**src/rtl/mod_div_arb.sv**
```systemverilog
// rtl/mod_div_arb.sv - two-requester round-robin arbiter around one iterative subtract/compare divider (option: MOD_DIVZERO_CHK_EN)
module mod_div_arb #(
    parameter int WIDTH = 32
) (
    input  logic             CLK,
    input  logic             reset_n,
    input  logic             req0,
    input  logic             req1,
    input  logic [WIDTH-1:0] dividend0,
    input  logic [WIDTH-1:0] divisor0,
    input  logic [WIDTH-1:0] dividend1,
    input  logic [WIDTH-1:0] divisor1,
    output logic             busy,
    output logic             done,
    output logic             done_id,
    output logic [WIDTH-1:0] quotient,
    output logic [WIDTH-1:0] remainder,
    output logic             err
);

    typedef enum logic [2:0] {
        S_IDLE = 3'd0,
        S_LOAD = 3'd1,
        S_COMP = 3'd2,
        S_SUB  = 3'd3,
        S_DONE = 3'd4
    } state_t;

    state_t           r_state;
    state_t           w_next;

    logic             r_id;         // requester owning the running operation
    logic             r_last;       // requester granted most recently
    logic             r_mask_vld;   // masks the just-served requester for one IDLE cycle
    logic             r_mask_id;
    logic [WIDTH-1:0] r_rem;
    logic [WIDTH-1:0] r_div;
    logic [WIDTH-1:0] r_q;
    logic             r_done_id;
    logic [WIDTH-1:0] r_quotient;
    logic [WIDTH-1:0] r_remainder;

    logic             w_req0_m;
    logic             w_req1_m;
    logic             w_grant;
    logic [WIDTH-1:0] w_dvd;
    logic [WIDTH-1:0] w_dvs;
    logic [WIDTH-1:0] w_rem_sub;
    logic [WIDTH-1:0] w_q_next;
    logic             w_q_sat;
    logic             w_rem_lt;
    logic             w_divzero;

    assign w_req0_m  = req0 & ~(r_mask_vld & ~r_mask_id);
    assign w_req1_m  = req1 & ~(r_mask_vld &  r_mask_id);
    // Both requesting: hand the unit to whoever did not get it last time.
    assign w_grant   = (w_req0_m & w_req1_m) ? ~r_last : w_req1_m;

    assign w_dvd     = r_id ? dividend1 : dividend0;
    assign w_dvs     = r_id ? divisor1  : divisor0;
    assign w_rem_sub = r_rem - r_div;
    // The quotient counter sticks at all-ones rather than wrapping.
    assign w_q_next  = (&r_q) ? r_q : r_q + {{(WIDTH-1){1'b0}}, 1'b1};
    assign w_q_sat   = &w_q_next;
    assign w_rem_lt  = (r_rem < r_div);

`ifdef MOD_DIVZERO_CHK_EN
    assign w_divzero = (w_dvs == '0);
`else
    assign w_divzero = 1'b0;
`endif

    assign busy      = (r_state != S_IDLE);
    assign done      = (r_state == S_DONE);
    assign done_id   = r_done_id;
    assign quotient  = r_quotient;
    assign remainder = r_remainder;

    // State register
    always_ff @(posedge CLK or negedge reset_n) begin
        if (!reset_n) begin
            r_state <= S_IDLE;
        end else begin
            r_state <= w_next;
        end
    end

    // Next-state decode
    always_comb begin
        w_next = r_state;
        case (r_state)
            S_IDLE: if (w_req0_m | w_req1_m) w_next = S_LOAD;
            S_LOAD: w_next = w_divzero ? S_DONE : S_COMP;
            S_COMP: w_next = w_rem_lt ? S_DONE : S_SUB;
            S_SUB:  w_next = w_q_sat ? S_DONE : S_COMP;
            S_DONE: w_next = S_IDLE;
            default: w_next = S_IDLE;
        endcase
    end

    // Arbitration bookkeeping and divider datapath; results are captured on entry to DONE
    always_ff @(posedge CLK or negedge reset_n) begin
        if (!reset_n) begin
            r_id        <= 1'b0;
            r_last      <= 1'b1;
            r_mask_vld  <= 1'b0;
            r_mask_id   <= 1'b0;
            r_rem       <= '0;
            r_div       <= '0;
            r_q         <= '0;
            r_done_id   <= 1'b0;
            r_quotient  <= '0;
            r_remainder <= '0;
        end else begin
            case (r_state)
                S_IDLE: begin
                    r_mask_vld <= 1'b0;
                    if (w_req0_m | w_req1_m) begin
                        r_id   <= w_grant;
                        r_last <= w_grant;
                    end
                end
                S_LOAD: begin
                    r_rem <= w_dvd;
                    r_div <= w_dvs;
                    r_q   <= '0;
                    if (w_divzero) begin
                        r_quotient  <= '1;
                        r_remainder <= w_dvd;
                        r_done_id   <= r_id;
                    end
                end
                S_COMP: begin
                    if (w_rem_lt) begin
                        r_quotient  <= r_q;
                        r_remainder <= r_rem;
                        r_done_id   <= r_id;
                    end
                end
                S_SUB: begin
                    r_rem <= w_rem_sub;
                    r_q   <= w_q_next;
                    if (w_q_sat) begin
                        r_quotient  <= w_q_next;
                        r_remainder <= w_rem_sub;
                        r_done_id   <= r_id;
                    end
                end
                S_DONE: begin
                    r_mask_vld <= 1'b1;
                    r_mask_id  <= r_id;
                end
                default: ;
            endcase
        end
    end

`ifdef MOD_DIVZERO_CHK_EN
    logic r_err;

    // Divide-by-zero flag, set only by the LOAD shortcut and cleared by any normal completion
    always_ff @(posedge CLK or negedge reset_n) begin
        if (!reset_n) begin
            r_err <= 1'b0;
        end else if (r_state == S_LOAD && w_divzero) begin
            r_err <= 1'b1;
        end else if ((r_state == S_COMP && w_rem_lt) || (r_state == S_SUB && w_q_sat)) begin
            r_err <= 1'b0;
        end
    end

    assign err = r_err;
`else
    assign err = 1'b0;
`endif

endmodule

```
**config.mk**
```make
export PLATFORM = sky130hd
export DESIGN_NAME = mod_div_arb
export DESIGN_NICKNAME = d
export VERILOG_FILES = /design/src/rtl/mod_div_arb.sv
export SDC_FILE = /design/constraint.sdc
export NUM_CORES = 1
export LEC_CHECK = 0
export ABC_AREA = 1
export CORE_ASPECT_RATIO = 0.8
export CORE_MARGIN = 2
export CORE_UTILIZATION = 54
export DETAILED_ROUTE_END_ITERATION = 6
export GPL_ROUTABILITY_DRIVEN = 0
export GPL_TIMING_DRIVEN = 0
export PLACE_DENSITY = 0.93
export SLEW_MARGIN = 20
export SYNTH_ARGS = -nofsm -noshare
export SYNTH_HDL_FRONTEND = slang
export SYNTH_SLANG_ARGS = --single-unit
```
**constraint.sdc**
```tcl
create_clock -name CLK -period 3.26 [get_ports CLK]
set_clock_uncertainty 0.2 [all_clocks]
set_input_delay 0.326 -clock CLK [delete_from_list [all_inputs] [get_ports CLK]]
set_output_delay 0.326 -clock CLK [all_outputs]
set_load 0.005 [all_outputs]
```
# ---- Word-level counts from Yosys, hierarchy flattened
# Index checks and enable logic that the tools add are counted.
dict set report classes {
  n_eq_ne 7
  bitwise 10
  muxes 20
  reduce_logical 9
  order_cmp 1
  addsub 2
}
# op n
set ops {}
lappend ops {{$pmux W32 S2} 4}
lappend ops {{$mux W32} 7}
lappend ops {{$reduce_and A32 Y1} 2}
lappend ops {{$add A32 B1 Y32 const B} 1}
lappend ops {{$lt A32 B32 Y1} 1}
lappend ops {{$sub A32 B32 Y32} 1}
lappend ops {{$pmux W3 S4} 1}
lappend ops {{$mux W3} 3}
lappend ops {{$eq A3 B2 Y1 const B} 2}
lappend ops {{$ne A2 B2 Y1 const B} 3}
lappend ops {{$reduce_bool A2 Y1} 3}
lappend ops {{$and A1 B1 Y1} 5}
lappend ops {{$not A1 Y1} 4}
lappend ops {{$pmux W1 S2} 2}
lappend ops {{$eq A3 B1 Y1 const B} 1}
lappend ops {{$eq A3 B3 Y1 const B} 1}
lappend ops {{$logic_not A3 Y1} 1}
lappend ops {{$mux W1} 3}
lappend ops {{$reduce_and A3 Y1} 1}
lappend ops {{$reduce_bool A3 Y1} 1}
lappend ops {{$reduce_and A2 Y1} 1}
lappend ops {{$or A1 B1 Y1} 1}
dict set report word_totals {
  word_cells 60
  reg_bits 168
  out_inout_bits 68
}

# ---- Depth between registers and ports, before layout
dict set report depth {
  depth_word 7
  ltp_mapped 19
}

# ---- Least setup slack after synthesis
# No wires, ideal clock.
dict set report synth_timing {
  kind {reg2reg}
  from {register r_rem[0]}
  to {register r_remainder[12] (netlist: remainder[12])}
  stages_incl_launch_ff 20
  required_ns 2.994
  setup_slack_ns 0.419
  t_arrival_ns 2.575
  setup_time_ns 0.066
  synth_period_minus_slack_ns 2.841
  cell_sequence {dfrtp_1 inv_1 ha_1 inv_1 fa_1 nand2_1 a21oi_1 nand3_1 nand2_1 nand2_1 nand2_1 nand2_1 nand2_1 nand2_1 nand2_1 a21oi_1 clkbuf_1 clkbuf_1 nand3_1 nand2_1}
}
dict set report synth_between {
  elab_chain_cells 3
  elab_cells_between_ends 6
}
# element line
set synth_rtl {}
lappend synth_rtl {{start: declaration} 36} ;# logic [WIDTH-1:0] r_rem;
lappend synth_rtl {{start signal: assignment} 124} ;# r_rem <= w_dvd;
lappend synth_rtl {{start signal: assignment} 141} ;# r_rem <= w_rem_sub;
lappend synth_rtl {{$sub A32 B32 Y32 / $lt A32 B32 Y1 (equally long branches)} {61, 65}}
lappend synth_rtl {{$mux W32 / $ne A2 B2 Y1 (equally long branches)} --}
lappend synth_rtl {{$pmux W32 S2 / $reduce_and A3 Y1 (equally long branches)} --}
lappend synth_rtl {{end signal: assignment} 129} ;# r_remainder <= w_dvd;
lappend synth_rtl {{end signal: assignment} 136} ;# r_remainder <= r_rem;
lappend synth_rtl {{end signal: assignment} 145} ;# r_remainder <= w_rem_sub;
lappend synth_rtl {{end: declaration} 41} ;# logic [WIDTH-1:0] r_remainder;
# Parallel ways exist; a longest one is shown, timed or not. The select of a mux whose other input is x is not followed.
# A chain may end at the register's enable or synchronous reset.

# ---- Worst setup path after layout
dict set report layout_timing {
  from {register r_rem[0]}
  to {register r_remainder[18] (netlist: remainder[18])}
}
# Same word-level chain as after synthesis.

==> reports/metrics.cfg <==
[clock_tree]
clockRootBuffer = clkbuf_16
cts_tree = done
insertion_delay_ns = 0.44
htreeDepth = 4
numCtsBuffers = 17
cts_sinks = 168
clk_pin_slew_ns = 0.07
clock_path_buffers = 2

[floorplanning]
num_io_pins = 200
core_area_um2 = 20500
die_area_um2 = 22000
die_w_um = 165
die_y_um = 133
rows = 47
start_util = 0.547

[pwr]
p_switching_uw = 6860
vdd_drop_max_mv = 0.547
power.leakage_uw = 0.00679
power_frac_seq = 0.243
p_comb_frac = 0.616
switching_share = 0.500
pwr-share-clk = 0.141
p_per_area_nw_per_um2 = 964
power.internal_uw = 6870

[global_routing]
grt_busiest_layer = met2
grt_max_degree = 95
grt_use_met2 = 0.496
grt_pass1_vias = 11900
track_usage = 0.344
grt-ovfl-total = 0
grt_pass1_wl_um = 59100
antenna_found_initial = 0
use_met1 = 0.475
gr-usage-met3 = 0.109

[yosys]
yosys.area_share.adder = 0.0385
synthMostInstantiatedCell = nand2_1
synth_top_family_by_area = simple AND/OR/NAND/NOR gates
ys_seq_elements = 168
synth_edf_count = 0
syn_inst = 1674
async_flop_share = 1.00
ys.flop_type = dfrtp_1
synth_cell_type_count = 38
syn_area_um2 = 11200
synth-seq-area-share = 0.374
synthMuxAreaShare = 0
synth-compound-area-share = 0.137
postSynthAreaPerCell_um2 = 6.71
synth_area_leaders = dfrtp_1 (37%), nand2_1 (18%), nand3_1 (8.9%), nor2_1 (6.1%), o21ai_0 (5.2%)
synth_top_area_cell = dfrtp_1
synth_nets = 1840
yosysTopAreaCellShare = 0.372
ys_top_cells_by_count = nand2_1 (544), nand3_1 (199), nor2_1 (183), dfrtp_1 (167), inv_1 (129)
yosys.area_share.simple = 0.364
synth_xor_area_frac = 0.00702
synth_warnings = 0

[timing]
max_slew_margin = 0.393
setup_viol = 0
fin_crit_sh = 0.962
worst_slew_pin_slew_ns = 0.901
final_hold_viol_count = 0
max_freq_mhz = 319
drv_slew = 0
hold_ws_ns = 0.232
grt_setup_unrepaired = false
min_period_ns = 3.14

[final_layout]
syn2layout_area_growth_pct = 26.7
fin_cells = 2175
utilization = 0.694
fin_nets = 2062
seq_area_um2 = 4210
drive_gt1_frac = 0.0567
nFillCells = 1591
diodes = 0
multi_input_area_um2 = 6170

[critical_path]
worstPathCellList = inv_1 -> ha_1 -> inv_1 -> fa_1 -> nand2_1 -> a21oi_2 -> nand3_1 -> nand2_2 -> nand2_1 -> nand2_2 -> nand2_1 -> nand2_1 -> nand2_2 -> nand2_1 -> a21oi_2 -> buf_6 -> clkbuf_8 -> nand3_1 -> nand2_1
cpMaxStageDelayCell = dfrtp_1
cp-end-kind = flop
cpPeakStageDelay_ns = 0.40
cp_common_cell = nand2_1
critical_path_arrival_ns = 3.31
path_class = flop to flop
worstPathMaxFanout = 10
required_ns = 3.43
start_kind = flop
worstRegToRegCells = 19

[placed_design]
placed_cells = 2142
io_buffer_count = 198
dp_hpwl_um = 28800

[detailed_routing]
drt_iter0_drc = 2270
first_pass_iters = 7
finalWirelength_um = 38100
drc = 6
vias = 13100
viasPerCell = 6.00
antenna_left = 0
drt-wirelength-per-cell_um = 17.5

[flow_run]
cap_violations = 0

[outcome]
status = complete, but fails checks
violations = DRC

[min_path]
worstHoldPathType = input pin to asynchronous set/reset pin

kinds of logic after synthesis:
group | count (synthesis)
buffers and inverters | 212
AND/OR/NAND/NOR | 979
XOR/XNOR | 9
AO/OA/AOI/OAI | 271
adder cells (fa/ha/maj) | 34
other | 1
flip-flops | 168
stage by stage:
stage               cell area (um^2)  power [uW]  setup TNS, ns  worst slack (ns)
floorplan                      11200        8480              0             0.419
global placement               13600       10900        -851.89             -5.03
detailed placement             13600       11200         -19.06            -0.545
CTS                            14200       13200              0           0.00788
global route                   14200       14600              0            0.0229
finish                         14200       13700              0             0.125
sequential cells by signal, indices dropped and copies added, names as in the netlist:
name        count
done_id         1
quotient       32
r_div          32
r_id            1
r_last          1
r_mask_id       1
r_mask_vld      1
r_q            32
r_rem          32
r_state         3
remainder      32
area by class of cell:
type | instances | share of cell area
multi-input cells | 1294 | 0.434
flip-flops and latches | 168 | 0.295
repair buffers | 203 | 0.144
inverters | 132 | 0.0348
clock buffers | 21 | 0.0323
plain buffers | 80 | 0.0308
well taps | 269 | 0.0236
clock inverters | 8 | 0.00527
layer usage:
layer  vias up  share of wire
met5         -              0
met4         0          0.045
met3       173           0.15
met2      1043           0.42
met1      5905           0.38
li1       5933              -
worst paths after layout:
| kind | slack, ns | endpoint | start |
|---|---|---|---|
| min in group CLK | 0.25 | r_div[19] | divisor0[19] |
| worst max-delay path | 0.12 | remainder[18] | r_rem[0] |
| worst min-delay path | 0.23 | quotient[28] | reset_n |
| max in group asynchronous | 1.76 | quotient[16] | reset_n |
| worst min register to register | 0.31 | quotient[29] | quotient[29] |
| worst max register to register | 0.12 | remainder[18] | r_rem[0] |
power by group through the flow:
stage	clock [uW]	combinational [uW]	sequential, uW
after global routing	2030	9170	3400
after detailed placement	0	7850	3330
final	1940	8460	3330
after global placement	0	7560	3310
after CTS	1920	8000	3310
after floorplan	0	5280	3200
cells in the final DEF, fill, tap and decap left out, types with 8 or more instances in the layout:
cell             netlist  layout
inv_1                129     129
clkbuf_1              51      46
a31oi_1               59      59
o21ai_0              116     115
dfrtp_1              167     166
a21oi_1               52      50
clkdlybuf4s50_1        0     197
or2_2                 22      22
xor2_1                 8       8
buf_2                 10       9
buf_6                 10      12
ha_1                  33      32
nand3_1              199     199
o211ai_1              20      20
clkbuf_16              0      17
nand2_1              544     541
nor2_1               183     180
timing repair:
item                                    4_1_cts  5_1_grt
endpoints found under the hold margin        73        0
gates cloned                                  0        1
endpoints found under the setup margin       55       98
pin swaps                                     0        1
resized for setup                            13       24
hold buffers                                  1        0
setup buffers                                 0        2
worst max-delay path, delay by kind of cell, from the launching register on:
family / cells / cell delay [ns]
AOI/OAI and AO/OA: 2 / 0.32
adders and majority gates: 2 / 0.53
buffers and inverters: 4 / 0.51
DFF: 1 / 0.40
and+or+nand+nor: 11 / 1.09
(Power assumes the default switching activity.)
